[src/rtl/serial_xfer_ctrl_if.sv]
// rtl/serial_xfer_ctrl_if.sv - request, data and serial-line bundle for serial_xfer_ctrl
interface serial_xfer_ctrl_if #(
    parameter int WIDTH = 4
);
    logic             en;
    logic             start;
    logic [WIDTH-1:0] din;
    logic             sdi;
    logic             sclk;
    logic             sdo;
    logic             busy;
    logic             done;
    logic             abort;
    logic [WIDTH-1:0] dout;

    modport master (
        output en, start, din, sdi,
        input  sclk, sdo, busy, done, abort, dout
    );

    modport slave (
        input  en, start, din, sdi,
        output sclk, sdo, busy, done, abort, dout
    );
endinterface

[src/rtl/serial_xfer_ctrl.sv]
// rtl/serial_xfer_ctrl.sv - full-duplex serial transfer sequencer (sclk/sdo/sdi, MSB first)
module serial_xfer_ctrl #(
    parameter int WIDTH = 4,
    parameter int DIV   = 1
) (
    input  logic              clk,
    input  logic              rst,
    serial_xfer_ctrl_if.slave bus
);
    localparam int DW = (DIV > 1) ? $clog2(DIV) : 1;
    localparam int TW = $clog2(2 * WIDTH + 1);
    localparam logic [DW-1:0] DIV_LAST = DW'(DIV - 1);
    localparam logic [TW-1:0] TOG_LAST = TW'(2 * WIDTH - 1);

    typedef enum logic {
        IDLE,
        SHIFT
    } state_t;

    state_t           state;
    logic [DW-1:0]    div_cnt;
    logic [TW-1:0]    tog_cnt;
    logic [WIDTH-1:0] tx_sr;
    logic [WIDTH-1:0] rx_sr;
    logic [WIDTH-1:0] tx_next;
    logic [WIDTH-1:0] rx_next;
    logic [WIDTH-1:0] dout_r;
    logic             sclk_r;
    logic             sdo_r;
    logic             busy_r;
    logic             done_r;
    logic             abort_r;

    // Shifted views of the TX/RX registers; written as shifts so WIDTH=1 needs no special case
    always_comb begin
        tx_next    = tx_sr << 1;
        rx_next    = rx_sr << 1;
        rx_next[0] = bus.sdi;
    end

    // Transfer sequencer: accept, sclk divider/toggle counting, shifting, completion and abort
    always_ff @(posedge clk) begin
        if (rst) begin
            state   <= IDLE;
            div_cnt <= '0;
            tog_cnt <= '0;
            tx_sr   <= '0;
            rx_sr   <= '0;
            dout_r  <= '0;
            sclk_r  <= 1'b0;
            sdo_r   <= 1'b0;
            busy_r  <= 1'b0;
            done_r  <= 1'b0;
            abort_r <= 1'b0;
        end else begin
            done_r  <= 1'b0;
            abort_r <= 1'b0;
            case (state)
                IDLE: begin
                    if (bus.en && bus.start) begin
                        state   <= SHIFT;
                        tx_sr   <= bus.din;
                        rx_sr   <= '0;
                        sdo_r   <= bus.din[WIDTH-1];
                        sclk_r  <= 1'b0;
                        div_cnt <= '0;
                        tog_cnt <= '0;
                        busy_r  <= 1'b1;
                    end
                end
                SHIFT: begin
                    if (!bus.start) begin
                        // Abort wins over everything else, including a coincident completion
                        state   <= IDLE;
                        sclk_r  <= 1'b0;
                        sdo_r   <= 1'b0;
                        busy_r  <= 1'b0;
                        abort_r <= 1'b1;
                    end else if (div_cnt == DIV_LAST) begin
                        div_cnt <= '0;
                        tog_cnt <= tog_cnt + TW'(1);
                        if (!sclk_r) begin
                            sclk_r <= 1'b1;
                            rx_sr  <= rx_next;
                        end else if (tog_cnt == TOG_LAST) begin
                            state  <= IDLE;
                            dout_r <= rx_sr;
                            done_r <= 1'b1;
                            busy_r <= 1'b0;
                            sclk_r <= 1'b0;
                            sdo_r  <= 1'b0;
                        end else begin
                            sclk_r <= 1'b0;
                            tx_sr  <= tx_next;
                            sdo_r  <= tx_next[WIDTH-1];
                        end
                    end else begin
                        div_cnt <= div_cnt + DW'(1);
                    end
                end
                default: state <= IDLE;
            endcase
        end
    end

    assign bus.sclk  = sclk_r;
    assign bus.sdo   = sdo_r;
    assign bus.busy  = busy_r;
    assign bus.done  = done_r;
    assign bus.abort = abort_r;
    assign bus.dout  = dout_r;
endmodule
[src/flat_wrapper.sv]
// flat-port wrapper written by rule: the top's interface ports become plain ports
module serial_xfer_ctrl_flat 
#(
    parameter int WIDTH = 4,
    parameter int DIV   = 1
)
  (clk, rst, bus_en, bus_start, bus_din, bus_sdi, bus_sclk, bus_sdo, bus_busy, bus_done, bus_abort, bus_dout);
  serial_xfer_ctrl_if #(.WIDTH(WIDTH)) bus_i ();
  input  logic clk;
  input  logic rst;
  input wire logic [$bits(bus_i.en)-1:0] bus_en;
  input wire logic [$bits(bus_i.start)-1:0] bus_start;
  input wire logic [$bits(bus_i.din)-1:0] bus_din;
  input wire logic [$bits(bus_i.sdi)-1:0] bus_sdi;
  output wire logic [$bits(bus_i.sclk)-1:0] bus_sclk;
  output wire logic [$bits(bus_i.sdo)-1:0] bus_sdo;
  output wire logic [$bits(bus_i.busy)-1:0] bus_busy;
  output wire logic [$bits(bus_i.done)-1:0] bus_done;
  output wire logic [$bits(bus_i.abort)-1:0] bus_abort;
  output wire logic [$bits(bus_i.dout)-1:0] bus_dout;
  assign bus_i.en = bus_en;
  assign bus_i.start = bus_start;
  assign bus_i.din = bus_din;
  assign bus_i.sdi = bus_sdi;
  assign bus_sclk = bus_i.sclk;
  assign bus_sdo = bus_i.sdo;
  assign bus_busy = bus_i.busy;
  assign bus_done = bus_i.done;
  assign bus_abort = bus_i.abort;
  assign bus_dout = bus_i.dout;
  serial_xfer_ctrl #(.WIDTH(WIDTH), .DIV(DIV)) u_core (.clk(clk), .rst(rst), .bus(bus_i));
endmodule
[config.mk]
export PLATFORM = sky130hd
export DESIGN_NAME = serial_xfer_ctrl_flat
export DESIGN_NICKNAME = d
export VERILOG_FILES = /design/src/rtl/serial_xfer_ctrl_if.sv /design/src/rtl/serial_xfer_ctrl.sv /design/src/flat_wrapper.sv
export SDC_FILE = /design/constraint.sdc
export NUM_CORES = 1
export LEC_CHECK = 0
export ABC_AREA = 1
export CORE_MARGIN = 2
export CORE_UTILIZATION = 43
export DETAILED_ROUTE_END_ITERATION = 8
export PLACE_DENSITY = 0.72
export RECOVER_POWER = 50
export SYNTH_ARGS = -nofsm -noshare
export SYNTH_HDL_FRONTEND = slang
export SYNTH_SLANG_ARGS = --single-unit
[constraint.sdc]
create_clock -name clk -period 1.08 [get_ports clk]
set_input_delay 0.216 -clock clk [delete_from_list [all_inputs] [get_ports clk]]
set_output_delay 0.216 -clock clk [all_outputs]
set_load 0.02 [all_outputs]
==> results_dict.tcl <==
set metrics [dict create \
    dieArea_mm2 0.00235 \
    syn_avg_cell_area_um2 7.26 \
    fmaxAchievable_mhz 931 \
    synth_nets 127 \
    grt-ovfl-total 0 \
    grt_max_degree 13 \
    hp-start "bus_start" \
    fin_cells 178 \
    crit_path_max_fanout 6 \
    regToRegStartpoint "u_core.state" \
    relSlewSlack_pct 83.8 \
    post-route-util_pct 63.9 \
    syn-instance-count 117 \
    finalSetupViolations 0 \
    syn_area_um2 850 \
    fin_nets 162 \
    start_util_pct 44.7 \
    place_congestion 0.766 \
    cp_top_family "flip-flops" \
    timing.hold.ws_ps 337 \
    insertion_delay_ps 310 \
    powerDensity_mw_per_mm2 1160 \
    drtPass1Iterations 4 \
    max_slew.worst_pin.slew_ps 243 \
    worstSetupEndpointType "flop" \
    cts_tree "done" \
    coreArea_mm2 0.00190 \
    crit_type "flop to flop" \
    slowest_delay_ps 420 \
    n_antenna_cell 0 \
    yosysTopAreaCellShare_pct 49.5 \
    layout_commonest_cell "nand2_1" \
    crit_required_ps 1330 \
    wl_per_cell_um 10.7 \
    rsz0062_at_grt "true" \
    r2r_slack_ps 6 \
    area_growth_pct 43.0 \
    arrival_ps 1320 \
    hold_violations 0 \
    cts_buffers 3 \
    hold_class "input pin to flop" \
    h-tree-depth 1 \
    vias 831 \
    die_w_um 48.5 \
    rr_worst_depth 5 \
    grt_pass1_wl_um 3140 \
    vdd_drop_max_v 0.000841 \
    antenna_found_initial 0 \
    placedCellCount 173 \
    rows 16 \
    root_buffer "clkbuf_4" \
    yosysSeqAreaShare_pct 49.5 \
    drcViolationCount 0 \
    leakage_nw 0.533 \
    synth-seq-cells 21 \
    cpMaxStageDelayCell "dfxtp_4" \
    placed_area_mm2 0.00116 \
    portBuffers 17 \
    finalMaxSlewViolations 0 \
    ctsLongestPathBuffers 2 \
    clkSlewWorstSetupHoldPaths_ps 120 \
    seqCellArea_um2 428 \
    synth.distinct_cells 15 \
    crit_cells 5 \
    fill_cells 181 \
    postLayoutCellArea_mm2 0.00121 \
    run_status "finished, final reports clean" \
    first_global_vias 757 \
    clkSinkCount 21 \
    drive_above_1_share_pct 33.8 \
    finalCritPeriodShare_pct 99.4 \
    r2r-end "u_core.bus.dout[2]" \
    cap_violations 0 \
    fin_worst_skew_ps 3.46 \
    multi_input_area_um2 434 \
    viasPerCell 4.67 \
    antenna_left 0 \
    routed_wl_um 1910 \
    start_kind "flop" \
    whs_endpoint "u_core.bus.abort" \
    die_h_um 48.5 \
    worstPathCellList "nand2_4 > nor2_4 > buf_4 > nand3_1 > a21oi_1" \
    final_cell_mix "29 x nand2_1, 18 x buf_4, 17 x dfxtp_1, 15 x a21oi_1, 9 x nor2_1" \
    synth_top_area_cell "dfxtp_1" \
    track_usage_pct 16.8 \
    dp_hpwl_um 1400 \
    yosysWarnings 0 \
    min_period_ps 1070 \
    drtIter0Drc 10 \
    synth_area_leaders "dfxtp_1 49%, nand2_1 14%, a21oi_1 8.8%" \
    hold_depth 2 \
    ios 18 \
    crit_buf_inv 1 \
]
[cells by family after synthesis]
family	count (synthesis)	synth area share [%]
AOI/OAI and AO/OA	22	13.3
DFF	21	49.5
and+or+nand+nor	58	29.2
adders and majority gates	1	1.47
buffers and inverters	15	6.63
[flip-flops by register name, indices dropped and copies added (netlist names)]
signal,count
u_core.bus.abort,1
u_core.bus.busy,1
u_core.bus.done,1
u_core.bus.dout,4
u_core.bus.sclk,1
u_core.bus.sdo,1
u_core.rx_sr,4
u_core.state,1
u_core.tog_cnt,4
u_core.tx_sr,3
[stage by stage]
stage	TNS [ps]	total power [mW]	setup WS [ps]
final	0	1.41	6.24
after global routing	-298	1.46	-50.0
after CTS	0	1.39	10.6
after detailed placement	-7100	1.03	-433
after global placement	-6310	1.02	-393
after floorplan	0	0.920	20.2
[how the worst max path moves through the flow]
| stage | start | endpoint | slack, ps |
|---|---|---|---|
| 6_report | u_core.state | u_core.bus.dout[2] | 6 |
| 5_1_grt | u_core.state | u_core.bus.sdo | -50 |
| 4_1_cts | bus_en | u_core.tx_sr[1] | 10 |
| 3_5_place_dp | bus_start | u_core.tx_sr[1] | -430 |
| 3_3_place_gp | bus_start | u_core.tx_sr[1] | -390 |
| 2_1_floorplan | u_core.tog_cnt[0] | u_core.bus.dout[1] | 20 |
[cell usage after synthesis]
cell and instances:
nor3_1 1, clkbuf_1 1, and3_1 1, inv_1 13, nand2_2 3, nor2_1 11
clkinv_1 1, nand3_1 9, dfxtp_1 21, ha_1 1, nand2_1 32, o211ai_1 1
nor2_4 1, a21oi_1 15, o21ai_0 6
[power by group]
part	switching [mW]	leakage, nW	internal, mW	total, mW
Combinational	0.108	0.343	0.0982	0.206
Sequential	0.0208	0.173	0.798	0.819
Clock	0.242	0.0177	0.138	0.380
Total	0.371	0.533	1.03	1.41
[timing repair]
item	4_1_cts	5_1_grt
hold buffers	0	0
cloned	0	0
setup buffers	0	1
endpoints found under the setup margin	23	15
resized for setup	48	18
pin swaps	1	2
[layout make-up]
type	instances	share of cell area (%)
sequential	21	35.2
timing repair buffer	31	19.7
tap	27	2.78
inverter	14	4.33
multi-input combinational	81	35.7
clock inverter	1	0.412
clock buffer	3	1.85
[metal layers]
layer | GRT usage [%] | up-vias | wire length (um)
li1 | - | 445 | -
met5 | 0 | - | 0
met2 | 28.2 | 9 | 961
met4 | 8.57 | 0 | 35
met1 | 21.7 | 373 | 882
met3 | 1.54 | 4 | 31
(Power assumes the default switching activity.)
